==> src/rtl/uart_alu_pkg.sv <==
// Shared definitions for the UART/ALU endpoint: FSM encodings, frame size and opcode values
// used by the interface, the ALU and the bench.
package uart_alu_pkg;

    localparam int NB_OP_DEF   = 6;
    localparam int FRAME_BYTES = 3;

    typedef enum logic [2:0] {
        WAIT_A  = 3'd0,
        WAIT_B  = 3'd1,
        WAIT_OP = 3'd2,
        EXEC    = 3'd3,
        WAIT_TX = 3'd4
    } state_t;

    localparam logic [NB_OP_DEF-1:0] OP_ADD = 6'h20;
    localparam logic [NB_OP_DEF-1:0] OP_SUB = 6'h22;
    localparam logic [NB_OP_DEF-1:0] OP_AND = 6'h24;
    localparam logic [NB_OP_DEF-1:0] OP_OR  = 6'h25;
    localparam logic [NB_OP_DEF-1:0] OP_XOR = 6'h26;
    localparam logic [NB_OP_DEF-1:0] OP_NOR = 6'h27;
    localparam logic [NB_OP_DEF-1:0] OP_SRA = 6'h03;
    localparam logic [NB_OP_DEF-1:0] OP_SRL = 6'h02;

    function automatic logic is_busy_state(input state_t s);
        return (s == EXEC) || (s == WAIT_TX);
    endfunction

endpackage

==> src/rtl/uart_alu_interface_byte_timeout_counter.sv <==
// Inter-byte timeout counter: clears on request, counts while enabled, and flags expiry when
// the count sits at TIMEOUT_CYCLES-1 with counting enabled.
module byte_timeout_counter
#(
    parameter int TIMEOUT_CYCLES = 1000000
)
(
    input  logic i_clock,
    input  logic i_reset,
    input  logic i_clear,
    input  logic i_enable,
    output logic o_expire
);
    localparam int CNT_W = (TIMEOUT_CYCLES > 1) ? $clog2(TIMEOUT_CYCLES) : 1;
    localparam logic [CNT_W-1:0] LAST = CNT_W'(TIMEOUT_CYCLES - 1);

    logic [CNT_W-1:0] r_count;

    always_ff @(posedge i_clock) begin
        if (i_reset || i_clear) begin
            r_count <= '0;
        end else if (i_enable && (r_count != LAST)) begin
            r_count <= r_count + CNT_W'(1);
        end
    end

    assign o_expire = i_enable && (r_count == LAST);

endmodule

==> src/rtl/uart_alu_interface.sv <==
// Collects A, B, opcode bytes from the UART receiver, drives the ALU and returns one result byte.
// Optional inter-byte timeout is enabled by defining UART_ALU_TIMEOUT_EN.
module uart_alu_interface
    import uart_alu_pkg::*;
#(
    parameter int N_BITS         = 8,
    parameter int NB_OP          = NB_OP_DEF,
    parameter int TIMEOUT_CYCLES = 1000000
)
(
    input  logic              i_clock,
    input  logic              i_reset,
    input  logic              i_rx_done_tick,
    input  logic [N_BITS-1:0] i_rx_data,
    input  logic              i_tx_done_tick,
    input  logic [N_BITS-1:0] i_alu_result,
    output logic [N_BITS-1:0] o_alu_a,
    output logic [N_BITS-1:0] o_alu_b,
    output logic [NB_OP-1:0]  o_alu_op,
    output logic              o_tx_start,
    output logic [N_BITS-1:0] o_tx_data,
    output logic              o_busy,
    output logic              o_overrun,
    output logic              o_timeout,
    output logic [2:0]        o_dbg_state
);
    state_t              r_state;
    state_t              w_next_state;
    logic                w_overrun;
    logic                w_expire;
    logic [N_BITS-1:0]   r_alu_a;
    logic [N_BITS-1:0]   r_alu_b;
    logic [NB_OP-1:0]    r_alu_op;
    logic [N_BITS-1:0]   r_tx_data;
    logic                r_tx_start;
    logic                r_busy;
    logic                r_overrun;

    always_ff @(posedge i_clock) begin
        if (i_reset) begin
            r_state <= WAIT_A;
        end else begin
            r_state <= w_next_state;
        end
    end

    // A byte arriving with the timeout wins: the branch order below gives the tick priority.
    always_comb begin
        w_next_state = r_state;
        w_overrun    = 1'b0;
        case (r_state)
            WAIT_A: begin
                if (i_rx_done_tick) w_next_state = WAIT_B;
            end
            WAIT_B: begin
                if (i_rx_done_tick) w_next_state = WAIT_OP;
                else if (w_expire)  w_next_state = WAIT_A;
            end
            WAIT_OP: begin
                if (i_rx_done_tick) w_next_state = EXEC;
                else if (w_expire)  w_next_state = WAIT_A;
            end
            EXEC: begin
                w_next_state = WAIT_TX;
                w_overrun    = i_rx_done_tick;
            end
            WAIT_TX: begin
                if (i_tx_done_tick) w_next_state = WAIT_A;
                w_overrun = i_rx_done_tick;
            end
            default: w_next_state = WAIT_A;
        endcase
    end

    always_ff @(posedge i_clock) begin
        if (i_reset) begin
            r_alu_a    <= '0;
            r_alu_b    <= '0;
            r_alu_op   <= '0;
            r_tx_data  <= '0;
            r_tx_start <= 1'b0;
            r_busy     <= 1'b0;
            r_overrun  <= 1'b0;
        end else begin
            r_tx_start <= 1'b0;
            r_overrun  <= w_overrun;
            r_busy     <= is_busy_state(w_next_state);
            if (i_rx_done_tick && (r_state == WAIT_A))  r_alu_a  <= i_rx_data;
            if (i_rx_done_tick && (r_state == WAIT_B))  r_alu_b  <= i_rx_data;
            if (i_rx_done_tick && (r_state == WAIT_OP)) r_alu_op <= i_rx_data[NB_OP-1:0];
            if (r_state == EXEC) begin
                r_tx_data  <= i_alu_result;
                r_tx_start <= 1'b1;
            end
        end
    end

`ifdef UART_ALU_TIMEOUT_EN
    logic w_tmo_clear;
    logic w_tmo_enable;
    logic r_timeout;

    assign w_tmo_clear  = i_rx_done_tick || ((r_state != WAIT_B) && (w_next_state == WAIT_B));
    assign w_tmo_enable = (r_state == WAIT_B) || (r_state == WAIT_OP);

    byte_timeout_counter #(
        .TIMEOUT_CYCLES (TIMEOUT_CYCLES)
    ) u_timeout (
        .i_clock  (i_clock),
        .i_reset  (i_reset),
        .i_clear  (w_tmo_clear),
        .i_enable (w_tmo_enable),
        .o_expire (w_expire)
    );

    always_ff @(posedge i_clock) begin
        if (i_reset) begin
            r_timeout <= 1'b0;
        end else begin
            r_timeout <= w_expire && !i_rx_done_tick;
        end
    end

    assign o_timeout = r_timeout;
`else
    assign w_expire  = 1'b0;
    assign o_timeout = 1'b0;
`endif

    assign o_alu_a     = r_alu_a;
    assign o_alu_b     = r_alu_b;
    assign o_alu_op    = r_alu_op;
    assign o_tx_data   = r_tx_data;
    assign o_tx_start  = r_tx_start;
    assign o_busy      = r_busy;
    assign o_overrun   = r_overrun;
    assign o_dbg_state = r_state;

endmodule

==> config.mk <==
export PLATFORM = sky130hd
export DESIGN_NAME = uart_alu_interface
export DESIGN_NICKNAME = d
export VERILOG_FILES = /design/src/rtl/uart_alu_pkg.sv /design/src/rtl/uart_alu_interface_byte_timeout_counter.sv /design/src/rtl/uart_alu_interface.sv
export SDC_FILE = /design/constraint.sdc
export NUM_CORES = 1
export LEC_CHECK = 0
export CAP_MARGIN = 20
export CORE_ASPECT_RATIO = 0.75
export CORE_MARGIN = 5
export CORE_UTILIZATION = 30
export CTS_BUF_LIST = sky130_fd_sc_hd__clkbuf_2 sky130_fd_sc_hd__clkbuf_4 sky130_fd_sc_hd__clkbuf_8
export CTS_CLUSTER_DIAMETER = 50
export DETAILED_ROUTE_END_ITERATION = 10
export GPL_TIMING_DRIVEN = 0
export PLACE_DENSITY = 0.61
export REMOVE_ABC_BUFFERS = 1
export SLEW_MARGIN = 20
export SYNTH_ARGS = -nofsm -noshare
export SYNTH_HDL_FRONTEND = slang
export SYNTH_SLANG_ARGS = --single-unit
==> constraint.sdc <==
create_clock -name i_clock -period 2.8 [get_ports i_clock]
set_input_delay 0.28 -clock i_clock [delete_from_list [all_inputs] [get_ports i_clock]]
set_output_delay 0.28 -clock i_clock [all_outputs]
set_load 0.02 [all_outputs]
==> flow_metrics.py, run 1 <==
metrics = {
    "power_and_ir_drop": {
        "power_density_cells_nw_per_um2": 525,
        "ir_worst_vdd_uv": 294,
        "power.static_leakage_uw": 0.000698,
    },
    "clocking": {
        "clk_pin_slew_ns": 0.07,
        "cts.sinks": 36,
        "cts_repair_resize_count": 0,
        "insertion_delay_ns": 0.29,
        "htree_num_levels": 2,
        "numCtsBuffers": 5,
        "cell_chosen_for_the_clock_root": "sky130_fd_sc_hd__clkbuf_8",
        "ctsHoldBuffers": 0,
        "tritoncts_clock_tree": "yes",
        "cts_post_setup_buffers_inserted": 0,
        "clock_tree.buffer_depth": 2,
    },
    "synthesis": {
        "synth_area_per_cell_um2": 9.18,
        "synth-edff-count": 0,
        "netlist-cell-type-count": 22,
        "synth-compound-area-share_pct": 8.35,
        "synth.area.mux_share_pct": 10.4,
        "synth-seq-area-share_pct": 53.4,
        "yosys.area_share.simple_pct": 22.6,
        "synth_top_family_by_area": "simple AND/OR/NAND/NOR gates",
        "synth.ff_latch_count": 36,
        "synthXorXnorAreaFrac_pct": 0,
        "netlist_area_um2": 1350,
        "yosys.area_share.adder_pct": 0,
        "primary_flip_flop_cell_chosen_by_synthesis_mapping": "sky130_fd_sc_hd__dfxtp_1",
        "ys_async_sr_fraction_pct": 0,
        "yosys_warning_total": 0,
        "syn-instance-count": 147,
    },
    "place": {
        "io_buffers": 55,
        "dp.final_hpwl_um": 2220,
        "dpl_cell_area_um2": 1900,
        "place.gp.congestion": 0.645,
    },
    "drt": {
        "drt_drc_violations_left": 0,
        "via_count": 1122,
        "drt_first_iter_violations": 27,
        "detail_route.wirelength_um": 3180,
        "routed_wire_per_std_cell_um": 12.5,
        "first_pass_drt_iterations": 4,
        "detail-route-antenna-nets": 0,
        "vias_per_cell": 4.40,
    },
    "floorplanning": {
        "design.die.area_um2": 5950,
        "core-area_um2": 4410,
        "fp-row-count": 21,
        "ios": 57,
        "floorplan.die.height_um": 68.1,
        "starting_utilization_of_the_core_area_pct": 30.6,
        "dieWidth_um": 87.4,
    },
    "critical_path": {
        "cp_slowest_cell": "sky130_fd_sc_hd__clkdlybuf4s50_1",
        "critPathTopFamily": "buffers and inverters",
        "critPathBufInv": 1,
        "worstSetupStartpointType": "flop",
        "worstPathMaxFanout": 12,
        "timing.critical_path.arrival_ns": 1.57,
        "cpPeakStageDelay_ns": 0.69,
        "timing.critical_path.to_type": "output pin",
        "worstPathCellList": "clkdlybuf4s50_1",
        "setup.worst_path.class": "reg2out",
        "cp_data_required_time_ns": 2.52,
    },
    "global_route": {
        "grt_overflow_total": 0,
        "largest_net_degree_at_the_start_of_global_routing": 37,
        "antenna_found_initial": 0,
        "wire_length_of_the_first_global_routing_pass_um": 4970,
        "grtUsageMet1_pct": 12.7,
        "global_route.usage.met2_pct": 17.8,
        "first_global_vias": 1069,
        "busiest_layer": "met2",
        "grt_use_total_pct": 11.2,
        "gr-usage-met3_pct": 4.93,
    },
    "finish": {
        "final-seq-area_um2": 721,
        "nNetsFinal": 217,
        "fin_area_um2": 1990,
        "insertedDiodeCount": 0,
        "commonest_cells_after_routing_fill_and_taps_aside": "sky130_fd_sc_hd__clkdlybuf4s50_1, sky130_fd_sc_hd__dfxtp_1, sky130_fd_sc_hd__nand2_1",
        "drive_above_1_share_pct": 5.56,
        "mostFrequentLayoutCell": "sky130_fd_sc_hd__clkdlybuf4s50_1",
        "syn2layout_area_growth_pct": 47.6,
        "multi_input_comb_area_um2": 562,
        "fill_cells": 462,
    },
    "job": {
        "cap_viol_max_count": 0,
    },
    "sta": {
        "unrepaired_setup_endpoints_after_global_routing": "no",
        "period_share_pct": 65.9,
        "slew_headroom_pct": 56.9,
        "final-setup-viol-count": 0,
        "drv_slew": 0,
        "setup_tns_ns": 0,
        "maxClockFrequency_ghz": 0.542,
        "timing.final.hold_violations": 0,
        "worst_clock_skew_ns": 0.00343,
        "layout_min_cycle_time_ns": 1.85,
        "worst-slew-pin-transition_ns": 0.647,
    },
    "min_path": {
        "hp-class": "reg2reg",
    },
    "status": {
        "outcome": "finished, final reports clean",
    },
}
[logic make-up (layout without fill, tap and decap cells)]
group / count (synthesis) / in the layout
compound gates: 22 / 22
buf+inv: 13 / 64
flops: 36 / 36
mux: 14 / 14
other cells: 1 / 1
simple gates: 61 / 61
[state kept, by name, indices dropped and copies added, names as in the netlist]
| name | cells |
|---|---|
| o_alu_op | 6 |
| o_overrun | 1 |
| o_dbg_state | 3 |
| o_alu_b | 8 |
| o_alu_a | 8 |
| o_tx_data | 8 |
| o_tx_start | 1 |
| o_busy | 1 |
[Yosys cell counts, drive strengths merged (2+ instances only)]
master | n | share of area (%)
clkbuf | 3 | 0.83
nand3b | 3 | 1.7
and4bb | 2 | 1.9
mux2i | 14 | 10
dfxtp | 36 | 53
nor2 | 16 | 4.5
buf | 9 | 3.8
nand2 | 33 | 9.2
a21oi | 20 | 7.4
nor3b | 2 | 1.5
[final cells by class]
type | instances | share of cell area, %
Sequential cell | 36 | 36.2
Timing Repair Buffer | 55 | 27.4
Inverter | 1 | 0.189
Tap cell | 57 | 3.58
Clock buffer | 5 | 3.46
Multi-Input combinational cell | 98 | 28.2
Clock inverter | 3 | 0.943
[path summary, 6_finish.rpt]
path                                   from                         to  slack (ns)  depth (start not counted)
setup / recovery  o_dbg_state[2]$_SDFF_PP0_             o_dbg_state[2]        0.95                          1
hold / removal    o_tx_data[3]$_SDFFE_PP0N_  o_tx_data[3]$_SDFFE_PP0N_        0.45                          2
setup reg to reg  o_dbg_state[0]$_SDFF_PP0_    o_alu_b[4]$_SDFFE_PP0P_        1.18                          3
hold reg to reg   o_tx_data[3]$_SDFFE_PP0N_  o_tx_data[3]$_SDFFE_PP0N_        0.45                          2
[per-stage QoR]
step                std cells  setup slack [ns]  utilization [%]  total power [uW]  hold WS [ns]
floorplan                 135              1.34                -               617         0.349
global placement          247             0.810             43.2               701         0.444
detailed placement        247             0.845             43.1               700         0.447
CTS                       255             0.955             45.1              1070         0.458
global route              255             0.893             45.1              1110         0.481
finish                    255             0.953             45.1              1050         0.454
[where the power goes]
part | switching, uW | internal, uW | leakage [uW] | total (uW)
clock | 187 | 173 | 0.0000479 | 360
combinational | 69.9 | 72.9 | 0.000357 | 143
sequential | 13.8 | 530 | 0.000292 | 543
[routing by layer]
layer | up-vias | part of all wire [%]
met5 | - | 0
met1 | 503 | 46
li1 | 584 | -
met4 | 0 | 1.1
met2 | 30 | 46
met3 | 5 | 7.3
No activity file was read; power rests on OpenSTA's default activity.
==> inputs of run 2 (changes only) <==
- clock period: 2.8 -> 1.8 ns (I/O delays scaled with it)
==> flow_metrics.py, run 2 (synthesized netlist as in run 1, its figures left out) <==
metrics = {
    "power_and_ir_drop": {
        "power.static_leakage_uw": 0.000698,
        "clock_power_share_pct": 34.5,
        "power.share.combinational_pct": 13.6,
        "ir_worst_vdd_uv": 458,
        "power_switching_uw": 422,
        "power.switching_fraction_pct": 25.9,
        "p_int_uw": 1210,
        "seq_power_share_pct": 51.9,
        "power_density_cells_nw_per_um2": 817,
    },
    "floorplanning": {
        "floorplan.die.height_um": 68.1,
        "design.die.area_um2": 5950,
        "dieWidth_um": 87.4,
        "ios": 57,
        "fp-row-count": 21,
        "starting_utilization_of_the_core_area_pct": 30.6,
        "core-area_um2": 4410,
    },
    "clocking": {
        "cts.sinks": 36,
        "cts_post_setup_buffers_inserted": 0,
        "clock_tree.buffer_depth": 2,
        "numCtsBuffers": 5,
        "insertion_delay_ns": 0.29,
        "tritoncts_clock_tree": "yes",
        "htree_num_levels": 2,
        "clk_pin_slew_ns": 0.07,
        "cell_chosen_for_the_clock_root": "sky130_fd_sc_hd__clkbuf_8",
    },
    "sta": {
        "worst_clock_skew_ns": 0.00398,
        "maxClockFrequency_ghz": 0.575,
        "slew_headroom_pct": 56.9,
        "unrepaired_setup_endpoints_after_global_routing": "no",
        "setup_tns_ns": 0,
        "layout_min_cycle_time_ns": 1.74,
        "period_share_pct": 96.6,
        "drv_slew": 0,
        "final-setup-viol-count": 0,
        "timing.final.hold_violations": 0,
        "worst-slew-pin-transition_ns": 0.647,
    },
    "job": {
        "cap_viol_max_count": 0,
    },
    "drt": {
        "drt_first_iter_violations": 26,
        "drt_drc_violations_left": 0,
        "routed_wire_per_std_cell_um": 12.5,
        "via_count": 1118,
        "vias_per_cell": 4.38,
        "first_pass_drt_iterations": 4,
        "detail_route.wirelength_um": 3180,
        "detail-route-antenna-nets": 0,
    },
    "critical_path": {
        "cp_data_required_time_ns": 1.62,
        "critPathTopFamily": "buffers and inverters",
        "timing.critical_path.to_type": "output pin",
        "critPathBufInv": 1,
        "worstSetupStartpointType": "flop",
        "worstPathMaxFanout": 12,
        "cpPeakStageDelay_ns": 0.69,
        "cp_slowest_cell": "sky130_fd_sc_hd__clkdlybuf4s50_1",
        "timing.critical_path.arrival_ns": 1.56,
        "setup.worst_path.class": "reg2out",
        "worstPathCellList": "clkdlybuf4s50_1",
    },
    "finish": {
        "mostFrequentLayoutCell": "sky130_fd_sc_hd__clkdlybuf4s50_1",
        "final_cell_count_no_fill": 255,
        "insertedDiodeCount": 0,
        "nNetsFinal": 217,
        "drive_above_1_share_pct": 6.57,
        "syn2layout_area_growth_pct": 47.8,
        "commonest_cells_after_routing_fill_and_taps_aside": "sky130_fd_sc_hd__clkdlybuf4s50_1, sky130_fd_sc_hd__dfxtp_1, sky130_fd_sc_hd__nand2_1",
    },
    "global_route": {
        "largest_net_degree_at_the_start_of_global_routing": 37,
        "first_global_vias": 1069,
        "wire_length_of_the_first_global_routing_pass_um": 4970,
        "grt_overflow_total": 0,
        "antenna_found_initial": 0,
        "grt_use_total_pct": 11.2,
    },
    "min_path": {
        "hp-class": "in2reg",
    },
    "place": {
        "post-place-cells": 247,
        "dp.final_hpwl_um": 2220,
        "place.gp.congestion": 0.645,
        "io_buffers": 55,
    },
    "status": {
        "outcome": "finished, final reports clean",
    },
}
==> run 2: cell types whose count changed in the layout (fill, tap and decap cells not counted) <==
| cell | change |
|---|---|
| sky130_fd_sc_hd__dfxtp_1 | -2 |
| sky130_fd_sc_hd__dfxtp_2 | +2 |
==> run 2: final cells by class <==
class                           instances  area (um2)
Clock buffer                            5        68.8
Inverter                                1        3.75
Timing Repair Buffer                   55         546
Fill cell                             460        2420
Multi-Input combinational cell         98         562
Clock inverter                          3        18.8
Sequential cell                        36         723
Tap cell                               57        71.3
==> run 2: power groups by stage <==
stage                     logic, uW  registers (uW)  clock network (uW)
after detailed placement        226             864                   0
after global placement          226             864                   0
final                           222             846                 561
after global routing            241             851                 628
after floorplan                64.4             895                   0
after CTS                       226             845                 588
==> run 2: worst reg2reg max path, delay by kind of cell, from the launching register on <==
family           cells  cell delay, ns
and+or+nand+nor      2            0.74
DFF                  1            0.44
muxes                1            0.25
==> run 2: what timing repair did <==
action | in CTS | in global routing
resized for setup | 0 | 2
hold buffers | 0 | 0
endpoints found under the setup margin | 0 | 2
==> run 2: through the flow <==
step                      setup slack, ns  utilization, %  total power [uW]  hold slack (ns)  area [um2]
after floorplan                     0.336               -               959            0.249        1290
after global placement            -0.0896            43.2              1090            0.444        1910
after detailed placement          -0.0549            43.1              1090            0.447        1900
after CTS                          0.0545            45.1              1660            0.404        1990
after global routing              0.00238            45.2              1720            0.420        1990
final                              0.0603            45.2              1630            0.397        1990
==> run 2: final timing paths <==
check	slack, ns	start	depth (start not counted)	endpoint
max	0.06	o_dbg_state[2]$_SDFF_PP0_	1	o_dbg_state[2]
min	0.40	i_reset	2	o_alu_op[0]$_SDFFE_PP0P_
max reg2reg	0.24	o_dbg_state[2]$_SDFF_PP0_	3	o_alu_b[4]$_SDFFE_PP0P_
min reg2reg	0.45	o_tx_data[3]$_SDFFE_PP0N_	2	o_tx_data[3]$_SDFFE_PP0N_
==> run 2: routing by layer <==
metal,share of wire [%],vias up,routed length [um],track usage (%)
li1,-,584,-,-
met1,45,499,1450,12.7
met2,46,30,1470,17.8
met3,7.3,5,232,4.93
met4,1.1,0,35,5.75
met5,0,-,0,0
